## src/rtl/mem_ld.sv

```systemverilog
`default_nettype none
// ============================================================================
//  Module   : mem_ld
//  Brief    : Load unit ahead of the memory read stage. Issues word-aligned
//             read strobes, then extracts and sign/zero-extends a byte, half
//             or word. Define MEM_LD_MISALIGN_EN to serve misaligned loads
//             (two reads when the access crosses a word boundary).
//  Revision : 1.0 - initial release
// ============================================================================
module mem_ld #(
    parameter int XLEN = 32
) (
    input  logic            clk_i,
    input  logic            rst_i,
    input  logic            ld_req_i,
    input  logic [XLEN-1:0] ld_addr_i,
    input  logic [2:0]      ld_funct3_i,
    output logic            ld_ready_o,
    output logic            ld_valid_o,
    output logic [XLEN-1:0] ld_data_o,
    output logic            ld_err_o,
    output logic            rd_en_o,
    output logic [XLEN-1:0] rd_addr_o,
    input  logic [XLEN-1:0] rd_data_i,
    input  logic            rd_done_i
);

    generate
        if (XLEN != 32) begin : g_xlen_check
            $error("mem_ld supports only XLEN = 32");
        end
    endgenerate

    localparam logic [2:0] S_IDLE  = 3'd0;
    localparam logic [2:0] S_REQ0  = 3'd1;
    localparam logic [2:0] S_WAIT0 = 3'd2;
    localparam logic [2:0] S_REQ1  = 3'd3;
    localparam logic [2:0] S_WAIT1 = 3'd4;
    localparam logic [2:0] S_RESP  = 3'd5;

    localparam logic [2:0] c_f3_lb  = 3'b000;
    localparam logic [2:0] c_f3_lh  = 3'b001;
    localparam logic [2:0] c_f3_lw  = 3'b010;
    localparam logic [2:0] c_f3_lbu = 3'b100;
    localparam logic [2:0] c_f3_lhu = 3'b101;

    logic [2:0]      r_state;
    logic [XLEN-1:0] r_addr;
    logic [2:0]      r_funct3;
    logic [XLEN-1:0] r_word0;

    logic            w_illegal;
    logic            w_mis;
    logic            w_reject;
    logic [XLEN-1:0] w_word0;
    logic [XLEN-1:0] w_word1;
    logic [2*XLEN-1:0] w_pair;
    logic [XLEN-1:0] w_low;
    logic [XLEN-1:0] w_ext;

    assign ld_ready_o = (r_state == S_IDLE) && !rst_i;

    assign w_illegal = !((ld_funct3_i == c_f3_lb)  || (ld_funct3_i == c_f3_lh) ||
                         (ld_funct3_i == c_f3_lw)  || (ld_funct3_i == c_f3_lbu) ||
                         (ld_funct3_i == c_f3_lhu));

    // funct3[1:0] encodes the size: 00 byte, 01 half, 10 word
    always_comb begin
        w_mis = 1'b0;
        case (ld_funct3_i[1:0])
            2'b01:   w_mis = ld_addr_i[0];
            2'b10:   w_mis = (ld_addr_i[1:0] != 2'b00);
            default: w_mis = 1'b0;
        endcase
    end

`ifdef MEM_LD_MISALIGN_EN
    logic [XLEN-1:0] r_word1;
    logic            r_cross;
    logic            w_cross;

    always_comb begin
        w_cross = 1'b0;
        case (ld_funct3_i[1:0])
            2'b01:   w_cross = (ld_addr_i[1:0] == 2'b11);
            2'b10:   w_cross = (ld_addr_i[1:0] != 2'b00);
            default: w_cross = 1'b0;
        endcase
    end

    assign w_reject = w_illegal;
    assign w_word1  = (r_state == S_WAIT1) ? rd_data_i : r_word1;
`else
    assign w_reject = w_illegal || w_mis;
    assign w_word1  = '0;
`endif

    // Word0 is taken straight from the read bus on the cycle it arrives
    assign w_word0 = (r_state == S_WAIT0) ? rd_data_i : r_word0;
    assign w_pair  = {w_word1, w_word0} >> {r_addr[1:0], 3'b000};
    assign w_low   = w_pair[XLEN-1:0];

    always_comb begin
        w_ext = '0;
        case (r_funct3)
            c_f3_lb:  w_ext = {{(XLEN-8){w_low[7]}}, w_low[7:0]};
            c_f3_lh:  w_ext = {{(XLEN-16){w_low[15]}}, w_low[15:0]};
            c_f3_lw:  w_ext = w_low;
            c_f3_lbu: w_ext = {{(XLEN-8){1'b0}}, w_low[7:0]};
            c_f3_lhu: w_ext = {{(XLEN-16){1'b0}}, w_low[15:0]};
            default:  w_ext = '0;
        endcase
    end

    always_ff @(posedge clk_i or posedge rst_i) begin
        if (rst_i) begin
            r_state    <= S_IDLE;
            r_addr     <= '0;
            r_funct3   <= '0;
            r_word0    <= '0;
`ifdef MEM_LD_MISALIGN_EN
            r_word1    <= '0;
            r_cross    <= 1'b0;
`endif
            ld_valid_o <= 1'b0;
            ld_data_o  <= '0;
            ld_err_o   <= 1'b0;
            rd_en_o    <= 1'b0;
            rd_addr_o  <= '0;
        end else begin
            rd_en_o    <= 1'b0;
            ld_valid_o <= 1'b0;
            case (r_state)
                S_IDLE: begin
                    if (ld_req_i) begin
                        r_addr   <= ld_addr_i;
                        r_funct3 <= ld_funct3_i;
`ifdef MEM_LD_MISALIGN_EN
                        r_word1  <= '0;
                        r_cross  <= w_cross;
`endif
                        if (w_reject) begin
                            r_state    <= S_RESP;
                            ld_valid_o <= 1'b1;
                            ld_err_o   <= 1'b1;
                            ld_data_o  <= '0;
                        end else begin
                            r_state   <= S_REQ0;
                            rd_en_o   <= 1'b1;
                            rd_addr_o <= {ld_addr_i[XLEN-1:2], 2'b00};
                        end
                    end
                end
                S_REQ0: r_state <= S_WAIT0;
                S_WAIT0: begin
                    if (rd_done_i) begin
                        r_word0 <= rd_data_i;
`ifdef MEM_LD_MISALIGN_EN
                        if (r_cross) begin
                            r_state   <= S_REQ1;
                            rd_en_o   <= 1'b1;
                            rd_addr_o <= rd_addr_o + XLEN'(4);
                        end else begin
                            r_state    <= S_RESP;
                            ld_valid_o <= 1'b1;
                            ld_err_o   <= 1'b0;
                            ld_data_o  <= w_ext;
                        end
`else
                        r_state    <= S_RESP;
                        ld_valid_o <= 1'b1;
                        ld_err_o   <= 1'b0;
                        ld_data_o  <= w_ext;
`endif
                    end
                end
`ifdef MEM_LD_MISALIGN_EN
                S_REQ1: r_state <= S_WAIT1;
                S_WAIT1: begin
                    if (rd_done_i) begin
                        r_word1    <= rd_data_i;
                        r_state    <= S_RESP;
                        ld_valid_o <= 1'b1;
                        ld_err_o   <= 1'b0;
                        ld_data_o  <= w_ext;
                    end
                end
`endif
                S_RESP:  r_state <= S_IDLE;
                default: r_state <= S_IDLE;
            endcase
        end
    end

endmodule
`default_nettype wire

```

## config.mk

```make
export PLATFORM = sky130hd
export DESIGN_NAME = mem_ld
export DESIGN_NICKNAME = d
export VERILOG_FILES = /design/src/rtl/mem_ld.sv
export SDC_FILE = /design/constraint.sdc
export NUM_CORES = 1
export LEC_CHECK = 0
export BUFFER_PORTS_ARGS = -buffer_cell sky130_fd_sc_hd__buf_2
export CORE_UTILIZATION = 40
export DETAILED_ROUTE_END_ITERATION = 6
export PLACE_DENSITY = 0.76
export SLEW_MARGIN = 30
export SYNTH_ARGS = -nofsm -noshare
export SYNTH_HDL_FRONTEND = slang
export SYNTH_SLANG_ARGS = --single-unit
```

## constraint.sdc

```tcl
create_clock -name clk_i -period 2.83 [get_ports clk_i]
set_input_delay 0.1415 -clock clk_i [delete_from_list [all_inputs] [get_ports clk_i]]
set_output_delay 0.1415 -clock clk_i [all_outputs]
set_load 0.005 [all_outputs]
```

Word level (Yosys, flattened, before mapping)
Cells that the tools add are included.
Storage, ports and cells
  register bits after elaboration: 105
  output and inout port bits: 68
  logic and storage cells: 66
Cells by class
  equality and inequality tests: 15
  shift-type cells: 1
  multiplexer cells: 22
  bitwise operators: 1
  reduce and logical (&&, ||, !) cells: 18
Operators by type and width (count)
  $pmux 32 s5: 1
  $mux 32: 4
  $pmux 32 s2: 1
  $shr 32x5->32: 1
  $eq 3x3->1 const B: 4
  $eq 3x1->1 const B: 3
  $eq 3x2->1 const B: 3
  $logic_not 3->1: 3
  $mux 1: 9
  $mux 3: 3
  $pmux 3 s3: 1
  $ne 2x2->1 const B: 3
  $pmux 1 s2: 3
  $reduce_and 2->1: 3
  $logic_or 1x1->1: 5
  $reduce_and 4->1: 1
  $reduce_bool 2->1: 2
  $reduce_and 3->1: 1
  $eq 2x1->1 const B: 1
  $eq 2x2->1 const B: 1
  $logic_not 1->1: 2
  $logic_and 1x1->1: 1
  $not 1->1: 1

Longest topological paths before layout
  depth after elaboration: 10
  depth in mapped cells: 8

Worst setup path before layout
Ideal clock, no wire load.
  kind: reg2reg
  start: register r_state[0]
  end: register ld_data_o[24]
  library setup time: 0.127 ns
  arrival: 2.008 ns
  slack: 0.696 ns
  cell stages (with the launch flop): 7
  path buffers: 1
  path through: dfrtp_1 > nor3b_4 > mux4_2 > nand3_1 > a31oi_4 > buf_6 > a221o_2
Between the ends
  word-level cells in the longest chain between the ends: 6
  elaborated cells between the ends (all ways): 12
  classes of those cells: eq/ne: 4; shift: 1; mux: 4; reduce/logical: 3
RTL lines
  start, declared: line 47  | logic [2:0] r_state;
  start signal, assigned: line 117  | r_state <= S_IDLE;
  start signal, assigned: line 143  | r_state <= S_RESP;
  start signal, assigned: line 148  | r_state <= S_REQ0;
  $eq 3x2->1: line 99, 133
  $mux 32: line 99  | assign w_word0 = (r_state == S_WAIT0) ? rd_data_i : r_word0;
  $shr 32x5->32: line 100  | assign w_pair = {w_word1, w_word0} >> {r_addr[1:0], 3'b000};
  $pmux 32 s5: line 105  | case (r_funct3)
  $mux 32: line 156  | if (rd_done_i) begin
  $pmux 32 s2: line 133  | case (r_state)
  end signal, assigned: line 173  | ld_data_o <= w_ext;
  end, declared: line 20  | output logic [XLEN-1:0] ld_data_o,
Several ways; a longest one is shown, not always the timed one. The select of a mux whose other input is x is not followed.
A chain may end at the register's enable or synchronous reset.

Final worst setup path
  start: register r_state[0]
  end: register ld_data_o[5]
The elaborated chain is that of the path after synthesis.

==> results.toml <==
[status]
status = "finished clean"

[synthesis]
yosys.area.top_type = "dfrtp_1"
synthMostInstantiatedCell = "nand2_1"
yosys_warnings = 0
ys_ff_latch = 98
synth_seq_area_share_pct = 52.0
syn_area_per_cell_um2 = 10.7
synthesis.area_mm2 = 0.00472
netlist_top_cells_count = "136 x nand2_1, 98 x dfrtp_1, 41 x mux2_2"
async_reset_ff_share_pct = 100
synth_area_leaders = "dfrtp_1 52%, nand2_1 11%, mux2_2 9.8%"
yosys_most_used_dff = "dfrtp_1"
synth_edf_count = 0
syn_inst = 442
yosysTopAreaCellShare_pct = 52.0
synth_cell_types = 45

[global_route]
grt_max_degree = 54
grt_pass1_wl_um = 19600
track_usage_pct = 20.1
grt_pass1_vias = 3901
antenna_found_initial = 0
overflow = 0

[timing]
whs_ns = 0.0147
slew_headroom_pct = 56.1
finalCritPeriodShare_pct = 82.0
report.final.slew_viol_count = 0
rsz0062_at_grt = "no"
finalWorstSetupSlack_ns = 0.509
fin_skew_ns = 0.00708
final.setup.tns_ns = 0
tightest_slew_ns = 0.659
fin_crit_ns = 2.32
final-hold-violation-count = 0
fmax_mhz = 431
setup_violations = 0

[clock_network]
h-tree-depth = 3
insertion_delay_ns = 0.34
numCtsBuffers = 9
clkTransAtPathRegs_ns = 0.07
clkSinkCount = 98
clock_path_buffers = 2
root_buffer = "clkbuf_16"
post_cts_resized = 0
tritoncts = "done"

[power]
power.leakage_nw = 3.00
power.total_mw = 6.03
p_per_area_mw_per_mm2 = 1030
ir_worst_vdd_uv = 561

[placement]
hpwl_um = 8790
gp_congestion = 0.899
pre_cts_ws_ns = 0.557
portBuffers = 136

[detailed_routing]
routed_via_density = 5.42
first_pass_iters = 5
routed_wl_um = 12000
remaining_drc_errors = 0
num_vias = 3908
ant_nets = 0
wl_per_cell_um = 16.7
drt_iter0_drc = 302

[hold_path]
worstHoldStart = "rd_data_i[10]"
hp-class = "primary input to flop"

[die]
initial_core_util_pct = 41.2
core_area_mm2 = 0.0115
pin_count = 139
die_area_mm2 = 0.0122
fp-row-count = 39
die_h_um = 111
die_x_um = 111

[setup_path]
critPathMaxFanout = 31
critPathCaptureType = "flop"
r2r-start = "r_state[0]"
crit_path_start = "r_state[0]"
critPathKind = "flop to flop"
startpoint_type = "flop"
cp.required_ns = 3.11
cp.arrival_ns = 2.60

[cells_and_area]
final_nets = 646
drive_gt1_share_pct = 40.6
area_delta_synth_final_pct = 24.5

[flow_run]
cap_violations = 0
-- cells in the final DEF (no fill, tap or decap), types with 5 or more instances in the layout --
| cell type | instances |
|---|---|
| a221oi_1 | 8 |
| nor2_1 | 19 |
| mux2i_1 | 5 |
| dfrtp_1 | 98 |
| o2111a_1 | 6 |
| buf_2 | 136 |
| clkbuf_16 | 9 |
| a221o_2 | 9 |
| nand2_1 | 136 |
| inv_1 | 7 |
| buf_4 | 12 |
| mux2_2 | 41 |
| o21ai_0 | 10 |
| a221o_1 | 13 |
| nand3_1 | 7 |
| a31oi_1 | 7 |
| mux4_2 | 9 |
-- power by group --
group | switching [mW] | internal (mW) | total, mW
clock | 0.551 | 0.692 | 1.24
combinational | 1.26 | 1.18 | 2.44
sequential | 0.392 | 1.96 | 2.35
-- routing by layer --
metal  part of all wire (%)  track usage [%]  vias to the layer above
li1                       -                -                     1806
met1                     43             26.8                     1894
met2                     46             31.4                      189
met3                    8.5             6.31                       19
met4                    1.5             5.69                        0
met5                      0                0                        -
-- final cells by class --
type,count,area (µm²)
antenna,1,2.50
clock buffer,9,225
clock inverter,7,76.3
fill,1001,5590
inverter,8,32.5
multi-input combinational,305,2110
sequential,98,2450
tap,143,179
timing repair buffer,150,801
-- flip-flops by register name, summed over array words and instances, names as in the netlist --
signal      flops
r_funct3        3
ld_err_o        1
r_state         3
rd_addr_o      30
r_addr          2
ld_valid_o      1
rd_en_o         1
r_word0        25
ld_data_o      32
-- critical path: stages, from the launching register on --
cell and delay (ns):
dfrtp_1 0.45, nor3b_4 0.30, buf_12 0.23, nand2_2 0.15
buf_4 0.25, a21oi_1 0.47, o2111a_1 0.29, a221o_1 0.11
-- metrics by stage --
step,instances,cell area (µm²),util (%)
2_1_floorplan,443,4720,-
3_3_place_gp,703,5560,48.5
3_5_place_dp,703,5560,48.5
4_1_cts,720,5880,51.2
5_1_grt,720,5880,51.2
6_report,721,5880,51.3
-- cell families (layout without fill, tap and decap cells) --
group                    count (synthesis)  in the layout  share of synthesized area, %
buffers and inverters                   40            174                          3.61
XOR/XNOR                                 1              1                         0.186
AO/OA/AOI/OAI                           64             64                          11.9
AND/OR/NAND/NOR                        178            178                          15.7
flip-flops                              98             98                          52.0
multiplexers                            57             57                          15.8
other                                    1              3                        0.0795
adder cells (fa/ha/maj)                  3              3                         0.795
-- path summary, 6_finish.rpt --
path / endpoint / slack [ns] / cells past startpoint
setup / recovery: ld_data_o[5] / 0.51 / 7
hold / removal: r_word0[10] / 0.01 / 3
setup reg to reg: ld_data_o[5] / 0.51 / 7
hold reg to reg: ld_data_o[14] / 0.48 / 2
max in group asynchronous: rd_addr_o[23] / 1.59 / 4
min in group asynchronous: r_funct3[0] / 0.45 / 3
-- what timing repair did --
item | CTS | global route
endpoints found under the hold margin | 51 | 0
hold buffers | 1 | 0
buffers inserted | 0 | 0
Power figures use the tool's default switching activity.
